<file path="src/rtl/nss_pkg.sv">
// rtl/nss_pkg.sv - shared constants, state codes and helpers for the nibble-serial subtractor
// Contents: NIB_W (nibble width), FSM state codes ST_IDLE/ST_RUN/ST_DONE,
//           signed_ovf() for the subtraction overflow flag.
package nss_pkg;

    localparam int NIB_W = 4;

    // State codes kept as plain constants so the encoding stays fixed across tools.
    localparam logic [1:0] ST_IDLE = 2'd0;
    localparam logic [1:0] ST_RUN  = 2'd1;
    localparam logic [1:0] ST_DONE = 2'd2;

    // Overflow of A - B: operands of opposite sign and the result sign differs from A.
    function automatic logic signed_ovf(input logic a_msb, input logic b_msb, input logic d_msb);
        return (a_msb ^ b_msb) & (a_msb ^ d_msb);
    endfunction

endpackage

</file>
<file path="src/rtl/nibble_serial_subtractor_if.sv">
// rtl/nibble_serial_subtractor_if.sv - operand/result handshake bundle
// Signals: in_valid/in_ready + A, B, Bin (operand side);
//          out_valid/out_ready + D, Bout, Z, V (result side).
// Modports: master = producer/consumer around the block, slave = the subtractor.
interface nibble_serial_subtractor_if #(
    parameter int WIDTH = 16
);
    logic             in_valid;
    logic             in_ready;
    logic [WIDTH-1:0] A;
    logic [WIDTH-1:0] B;
    logic             Bin;
    logic             out_valid;
    logic             out_ready;
    logic [WIDTH-1:0] D;
    logic             Bout;
    logic             Z;
    logic             V;

    modport master (
        output in_valid, A, B, Bin, out_ready,
        input  in_ready, out_valid, D, Bout, Z, V
    );

    modport slave (
        input  in_valid, A, B, Bin, out_ready,
        output in_ready, out_valid, D, Bout, Z, V
    );
endinterface

</file>
<file path="src/rtl/nibble_bla_sub.sv">
// rtl/nibble_bla_sub.sv - combinational 4-bit borrow-lookahead subtractor
// Ports: a, b (4-bit operands), bin (borrow in) -> d (a - b - bin),
//        bout (borrow out), PG/GG (group borrow propagate/generate).
module nibble_bla_sub (
    input  logic [3:0] a,
    input  logic [3:0] b,
    input  logic       bin,
    output logic [3:0] d,
    output logic       bout,
    output logic       PG,
    output logic       GG
);
    logic [3:0] gb;
    logic [3:0] pb;
    logic [3:0] bw;

    // A bit generates a borrow when a=0,b=1 and passes one through when a==b.
    assign gb = ~a & b;
    assign pb = ~(a ^ b);

    assign bw[0] = bin;
    assign bw[1] = gb[0] | (pb[0] & bin);
    assign bw[2] = gb[1] | (pb[1] & gb[0]) | (pb[1] & pb[0] & bin);
    assign bw[3] = gb[2] | (pb[2] & gb[1]) | (pb[2] & pb[1] & gb[0])
                 | (pb[2] & pb[1] & pb[0] & bin);

    assign GG   = gb[3] | (pb[3] & gb[2]) | (pb[3] & pb[2] & gb[1])
                | (pb[3] & pb[2] & pb[1] & gb[0]);
    assign PG   = &pb;
    assign bout = GG | (PG & bin);

    assign d = a ^ b ^ bw;
endmodule

</file>
<file path="src/rtl/nibble_serial_subtractor.sv">
// rtl/nibble_serial_subtractor.sv - D = A - B - Bin computed one nibble per clock, LSB first
// Ports: clk, rst_n (async, active low), bus (slave side of nibble_serial_subtractor_if).
module nibble_serial_subtractor
    import nss_pkg::*;
#(
    parameter int WIDTH = 16
) (
    input  logic                         clk,
    input  logic                         rst_n,
    nibble_serial_subtractor_if.slave    bus
);
    localparam int N  = WIDTH / NIB_W;
    localparam int KW = $clog2(N);
    localparam logic [KW-1:0] K_LAST = KW'(N - 1);

    logic [1:0]       state_q, state_d;
    logic [KW-1:0]    k_q, k_d;
    logic [WIDTH-1:0] a_q, a_d;
    logic [WIDTH-1:0] b_q, b_d;
    logic             borrow_q, borrow_d;
    logic [WIDTH-1:0] d_q, d_d;
    logic             bout_q, bout_d;
    logic             z_q, z_d;
    logic             v_q, v_d;

    logic [NIB_W-1:0] nib_d;
    logic             nib_bout;
    logic             nib_pg;
    logic             nib_gg;
    logic             unused_group;

    nibble_bla_sub u_nib (
        .a    (a_q[k_q*NIB_W +: NIB_W]),
        .b    (b_q[k_q*NIB_W +: NIB_W]),
        .bin  (borrow_q),
        .d    (nib_d),
        .bout (nib_bout),
        .PG   (nib_pg),
        .GG   (nib_gg)
    );

    // Group terms are only needed by a parallel variant; the serial chain uses bout.
    assign unused_group = nib_pg ^ nib_gg;

    always_comb begin
        state_d  = state_q;
        k_d      = k_q;
        a_d      = a_q;
        b_d      = b_q;
        borrow_d = borrow_q;
        d_d      = d_q;
        bout_d   = bout_q;
        z_d      = z_q;
        v_d      = v_q;
        case (state_q)
            ST_IDLE: begin
                if (bus.in_valid) begin
                    state_d  = ST_RUN;
                    a_d      = bus.A;
                    b_d      = bus.B;
                    borrow_d = bus.Bin;
                    k_d      = '0;
                end
            end
            ST_RUN: begin
                d_d[k_q*NIB_W +: NIB_W] = nib_d;
                borrow_d = nib_bout;
                k_d      = k_q + 1'b1;
                if (k_q == K_LAST) begin
                    // Flags are taken from the fully assembled difference.
                    state_d = ST_DONE;
                    k_d     = '0;
                    bout_d  = nib_bout;
                    z_d     = (d_d == '0);
                    v_d     = signed_ovf(a_q[WIDTH-1], b_q[WIDTH-1], d_d[WIDTH-1]);
                end
            end
            ST_DONE: begin
                if (bus.out_ready) begin
                    state_d = ST_IDLE;
                end
            end
            default: state_d = ST_IDLE;
        endcase
    end

    always_ff @(posedge clk or negedge rst_n) begin
        if (!rst_n) begin
            state_q  <= ST_IDLE;
            k_q      <= '0;
            a_q      <= '0;
            b_q      <= '0;
            borrow_q <= 1'b0;
            d_q      <= '0;
            bout_q   <= 1'b0;
            z_q      <= 1'b0;
            v_q      <= 1'b0;
        end else begin
            state_q  <= state_d;
            k_q      <= k_d;
            a_q      <= a_d;
            b_q      <= b_d;
            borrow_q <= borrow_d;
            d_q      <= d_d;
            bout_q   <= bout_d;
            z_q      <= z_d;
            v_q      <= v_d;
        end
    end

    assign bus.in_ready  = (state_q == ST_IDLE);
    assign bus.out_valid = (state_q == ST_DONE);
    assign bus.D         = d_q;
    assign bus.Bout      = bout_q;
    assign bus.Z         = z_q;
    assign bus.V         = v_q;
endmodule

</file>
<file path="src/flat_wrapper.sv">
// flat-port wrapper written by rule: the top's interface ports become plain ports
module nibble_serial_subtractor_flat import nss_pkg::*;
#(
    parameter int WIDTH = 16
)
  (clk, rst_n, bus_in_valid, bus_A, bus_B, bus_Bin, bus_out_ready, bus_in_ready, bus_out_valid, bus_D, bus_Bout, bus_Z, bus_V);
  nibble_serial_subtractor_if #(.WIDTH(WIDTH)) bus_i ();
  input  logic clk;
  input  logic rst_n;
  input wire logic [$bits(bus_i.in_valid)-1:0] bus_in_valid;
  input wire logic [$bits(bus_i.A)-1:0] bus_A;
  input wire logic [$bits(bus_i.B)-1:0] bus_B;
  input wire logic [$bits(bus_i.Bin)-1:0] bus_Bin;
  input wire logic [$bits(bus_i.out_ready)-1:0] bus_out_ready;
  output wire logic [$bits(bus_i.in_ready)-1:0] bus_in_ready;
  output wire logic [$bits(bus_i.out_valid)-1:0] bus_out_valid;
  output wire logic [$bits(bus_i.D)-1:0] bus_D;
  output wire logic [$bits(bus_i.Bout)-1:0] bus_Bout;
  output wire logic [$bits(bus_i.Z)-1:0] bus_Z;
  output wire logic [$bits(bus_i.V)-1:0] bus_V;
  assign bus_i.in_valid = bus_in_valid;
  assign bus_i.A = bus_A;
  assign bus_i.B = bus_B;
  assign bus_i.Bin = bus_Bin;
  assign bus_i.out_ready = bus_out_ready;
  assign bus_in_ready = bus_i.in_ready;
  assign bus_out_valid = bus_i.out_valid;
  assign bus_D = bus_i.D;
  assign bus_Bout = bus_i.Bout;
  assign bus_Z = bus_i.Z;
  assign bus_V = bus_i.V;
  nibble_serial_subtractor #(.WIDTH(WIDTH)) u_core (.clk(clk), .rst_n(rst_n), .bus(bus_i));
endmodule
</file>
<file path="config.mk">
export PLATFORM = sky130hd
export DESIGN_NAME = nibble_serial_subtractor_flat
export DESIGN_NICKNAME = d
export VERILOG_FILES = /design/src/rtl/nss_pkg.sv /design/src/rtl/nibble_serial_subtractor_if.sv /design/src/rtl/nibble_bla_sub.sv /design/src/rtl/nibble_serial_subtractor.sv /design/src/flat_wrapper.sv
export SDC_FILE = /design/constraint.sdc
export NUM_CORES = 1
export LEC_CHECK = 0
export ABC_AREA = 1
export BUFFER_PORTS_ARGS = -buffer_cell sky130_fd_sc_hd__buf_2
export CAP_MARGIN = 10
export CORE_AREA = 10 10 92 86
export CTS_BUF_LIST = sky130_fd_sc_hd__clkbuf_2
export CTS_CLUSTER_SIZE = 12
export DETAILED_ROUTE_END_ITERATION = 6
export DIE_AREA = 0 0 102 96
export PLACE_DENSITY = 0.77
export REMOVE_ABC_BUFFERS = 1
export SETUP_SLACK_MARGIN = 0.2
export SYNTH_ARGS = -nofsm -noshare
export SYNTH_HDL_FRONTEND = slang
export SYNTH_SLANG_ARGS = --single-unit
</file>
<file path="constraint.sdc">
create_clock -name clk -period 2.88 [get_ports clk]
set_clock_uncertainty 0.2 [all_clocks]
set_input_delay 0.144 -clock clk [delete_from_list [all_inputs] [get_ports clk]]
set_output_delay 0.144 -clock clk [all_outputs]
set_load 0.01 [all_outputs]
</file>
==> results_dict.tcl <==
set metrics [dict create \
    status "completed" \
    drive_gt1_frac 0.210 \
    min_path_type "input pin to asynchronous set/reset pin" \
    ys_top_cells_by_area "dfrtp_1, nand2_1, o21ai_0" \
    rows 27 \
    clock_sinks 56 \
    worstPathMaxFanout 6 \
    grt_overflow 0 \
    drt_iter0_markers 270 \
    chipHeight_um 96 \
    grtUsageTotal 0.165 \
    most-common-layout-cells "nand2_1, dlygate4sd3_1, buf_2" \
    period_needed_ns 2.70 \
    r2r-start "u_core.k_q[0]" \
    clock_latency_ns 0.46 \
    start_util 0.501 \
    syn_area_per_cell_um2 7.54 \
    cp-start-kind "flip-flop" \
    setup_viol 0 \
    synth_edf_count 0 \
    worstPathArrival_ns 2.92 \
    critPathCaptureType "flip-flop" \
    layout_commonest_cell "nand2_1" \
    final.setup.worst_slack_ns 0.177 \
    wl_um 8210 \
    synth.top_cell.area_share 0.466 \
    worstRegToRegCells 14 \
    drt_pre_antenna_iters 5 \
    ys_ff_latch 56 \
    drv_cap 0 \
    post_layout_nonfiller_instances 591 \
    max_stage_delay_ns 0.58 \
    cp.required_ns 3.09 \
    rsz0062_at_grt "yes" \
    dp_hpwl_um 5290 \
    ys_types 28 \
    power.density_mw_per_mm2 1170 \
    ys.flop_type "dfrtp_1" \
    seq_area_frac_synth 0.466 \
    syn_inst 399 \
    tns_ns 0 \
    hold_viol_final 0 \
    n_antenna_cell 0 \
    critPathSlowestCell "dfrtp_2" \
    slew_headroom 0.577 \
    synth_top_area_cell "dfrtp_1" \
    antenna_found_initial 0 \
    root_buffer "clkbuf_2" \
    slew_violations 0 \
    portBuffers 57 \
    whs_ns 0.0457 \
    path_clk_slew_ns 0.28 \
    antenna_left 0 \
    die_w_um 102 \
    grt_pass1_wl_um 13300 \
    clk_path_buf_depth 2 \
    cts_made_buffers 5 \
    dpl.cell_count 518 \
    crit_chain "buf_12 > nand2_1 > a32o_2 > fa_1 > inv_1 > nand3_1 > o21ai_1 > nor2_1 > nand2_1 > nor2_1 > nand2_1 > nor2_1 > nand3_1 > nand2_1" \
    grt_max_degree 42 \
    fmax_ghz 0.370 \
    area_growth_pct 36.4 \
    place.gp.congestion 0.934 \
    path_class "flip-flop to flip-flop" \
    core_mm2 0.00601 \
    num_vias 3004 \
    final.period_utilization 0.938 \
    worst_pin_slew_ns 0.632 \
    drc 0 \
    r2r_end "u_core.bus.Z" \
    io_pins 58 \
    avgViaCountPerCell 5.08 \
    post-place-ws_ns 0.163 \
    ys_warn_count 0 \
    ff2ff_setup_slack_ns 0.18 \
    path_common_cell "nand2_1" \
    htree_levels 2 \
    grt_pass1_vias 3037 \
    synth.cell_area_mm2 0.00301 \
    die-area_mm2 0.00979 \
    layout.nets 566 \
    leakage_nw 2.19 \
    peakVddDrop_v 0.000876 \
    ys_async_sr_fraction 1.00 \
    post_drt_wl_per_cell_um 13.9 \
    tritoncts "yes" \
]
power breakdown:
group | internal [mW] | switching (mW) | leakage, nW
registers | 1.12 | 0.252 | 0.710
logic | 1.29 | 1.84 | 1.45
clock network | 0.0559 | 0.248 | 0.0226
total | 2.47 | 2.34 | 2.19
synthesized netlist by cell type (all sizes together) (6+ instances only):
cell and count:
clkbuf 6, ha 10, nand3 11, inv 34, buf 9, dfrtp 56
o22ai 6, o21ai 28, nand2 184, nor2 30, nand4 9
flip-flops by register name (all words and copies together), names as in the netlist:
| signal | count |
|---|---|
| u_core.k_q | 2 |
| u_core.bus.Z | 1 |
| u_core.bus.V | 1 |
| u_core.a_q | 16 |
| u_core.bus.Bout | 1 |
| u_core.b_q | 16 |
| u_core.bus.D | 16 |
| u_core.state_q | 2 |
| u_core.borrow_q | 1 |
per-layer routing:
| layer | vias to the layer above | share of wire | wire [um] | global-route usage |
|---|---|---|---|---|
| li1 | 1496 | - | - | - |
| met1 | 1402 | 0.42 | 3440 | 0.189 |
| met2 | 95 | 0.52 | 4260 | 0.304 |
| met3 | 11 | 0.049 | 404 | 0.0322 |
| met4 | 0 | 0.013 | 106 | 0.0458 |
| met5 | - | 0 | 0 | 0 |
how the worst max path moves through the flow:
stage / start / endpoint / slack (ns) / depth (start not counted)
2_1_floorplan: u_core.k_q[0] / u_core.bus.V / 0.17 / 15
3_3_place_gp: u_core.k_q[0] / u_core.bus.Z / 0.30 / 14
3_5_place_dp: u_core.k_q[0] / u_core.bus.Z / 0.16 / 14
4_1_cts: u_core.k_q[1] / u_core.bus.Z / 0.20 / 13
5_1_grt: u_core.k_q[0] / u_core.bus.Z / 0.04 / 14
6_report: u_core.k_q[0] / u_core.bus.Z / 0.18 / 14
final cells by class:
class / count / area, um^2
fillers: 478 / 1910
multi-input cells: 293 / 1440
flip-flops and latches: 56 / 1400
repair buffers: 126 / 980
inverters: 35 / 143
well taps: 72 / 90.1
clock buffers: 5 / 25.0
clock inverters: 3 / 18.8
repair inverters: 1 / 7.51
per-stage QoR:
stage | total power [mW] | utilization | area [um^2]
after detailed placement | 3.90 | 0.557 | 3350
final | 4.81 | 0.683 | 4110
after CTS | 4.50 | 0.663 | 3980
after global routing | 5.26 | 0.683 | 4110
after floorplan | 3.23 | - | 2940
after global placement | 3.82 | 0.557 | 3350
critical path, delay by kind of cell (launching register included):
family	cells	cell delay (ns)
AND/OR/NAND/NOR	9	0.76
AO/OA/AOI/OAI	2	0.38
adder cells (fa/ha/maj)	1	0.51
flip-flops	1	0.58
buffers and inverters	2	0.22
logic make-up (layout without fill, tap and decap cells):
group / after synthesis / count (layout) / synth area share
flip-flops: 56 / 56 / 0.466
AND/OR/NAND/NOR: 236 / 236 / 0.331
adder cells (fa/ha/maj): 11 / 11 / 0.0482
buffers and inverters: 50 / 170 / 0.0690
AO/OA/AOI/OAI: 46 / 46 / 0.0865
repair_timing:
action | CTS | global route
gates resized for setup | 2 | 19
pin swaps | 0 | 7
setup buffers | 2 | 4
endpoints found under the setup margin | 2 | 4
hold buffers | 57 | 0
endpoints found under the hold margin | 91 | 0
cloned | 0 | 2
Power figures use the tool's default switching activity.
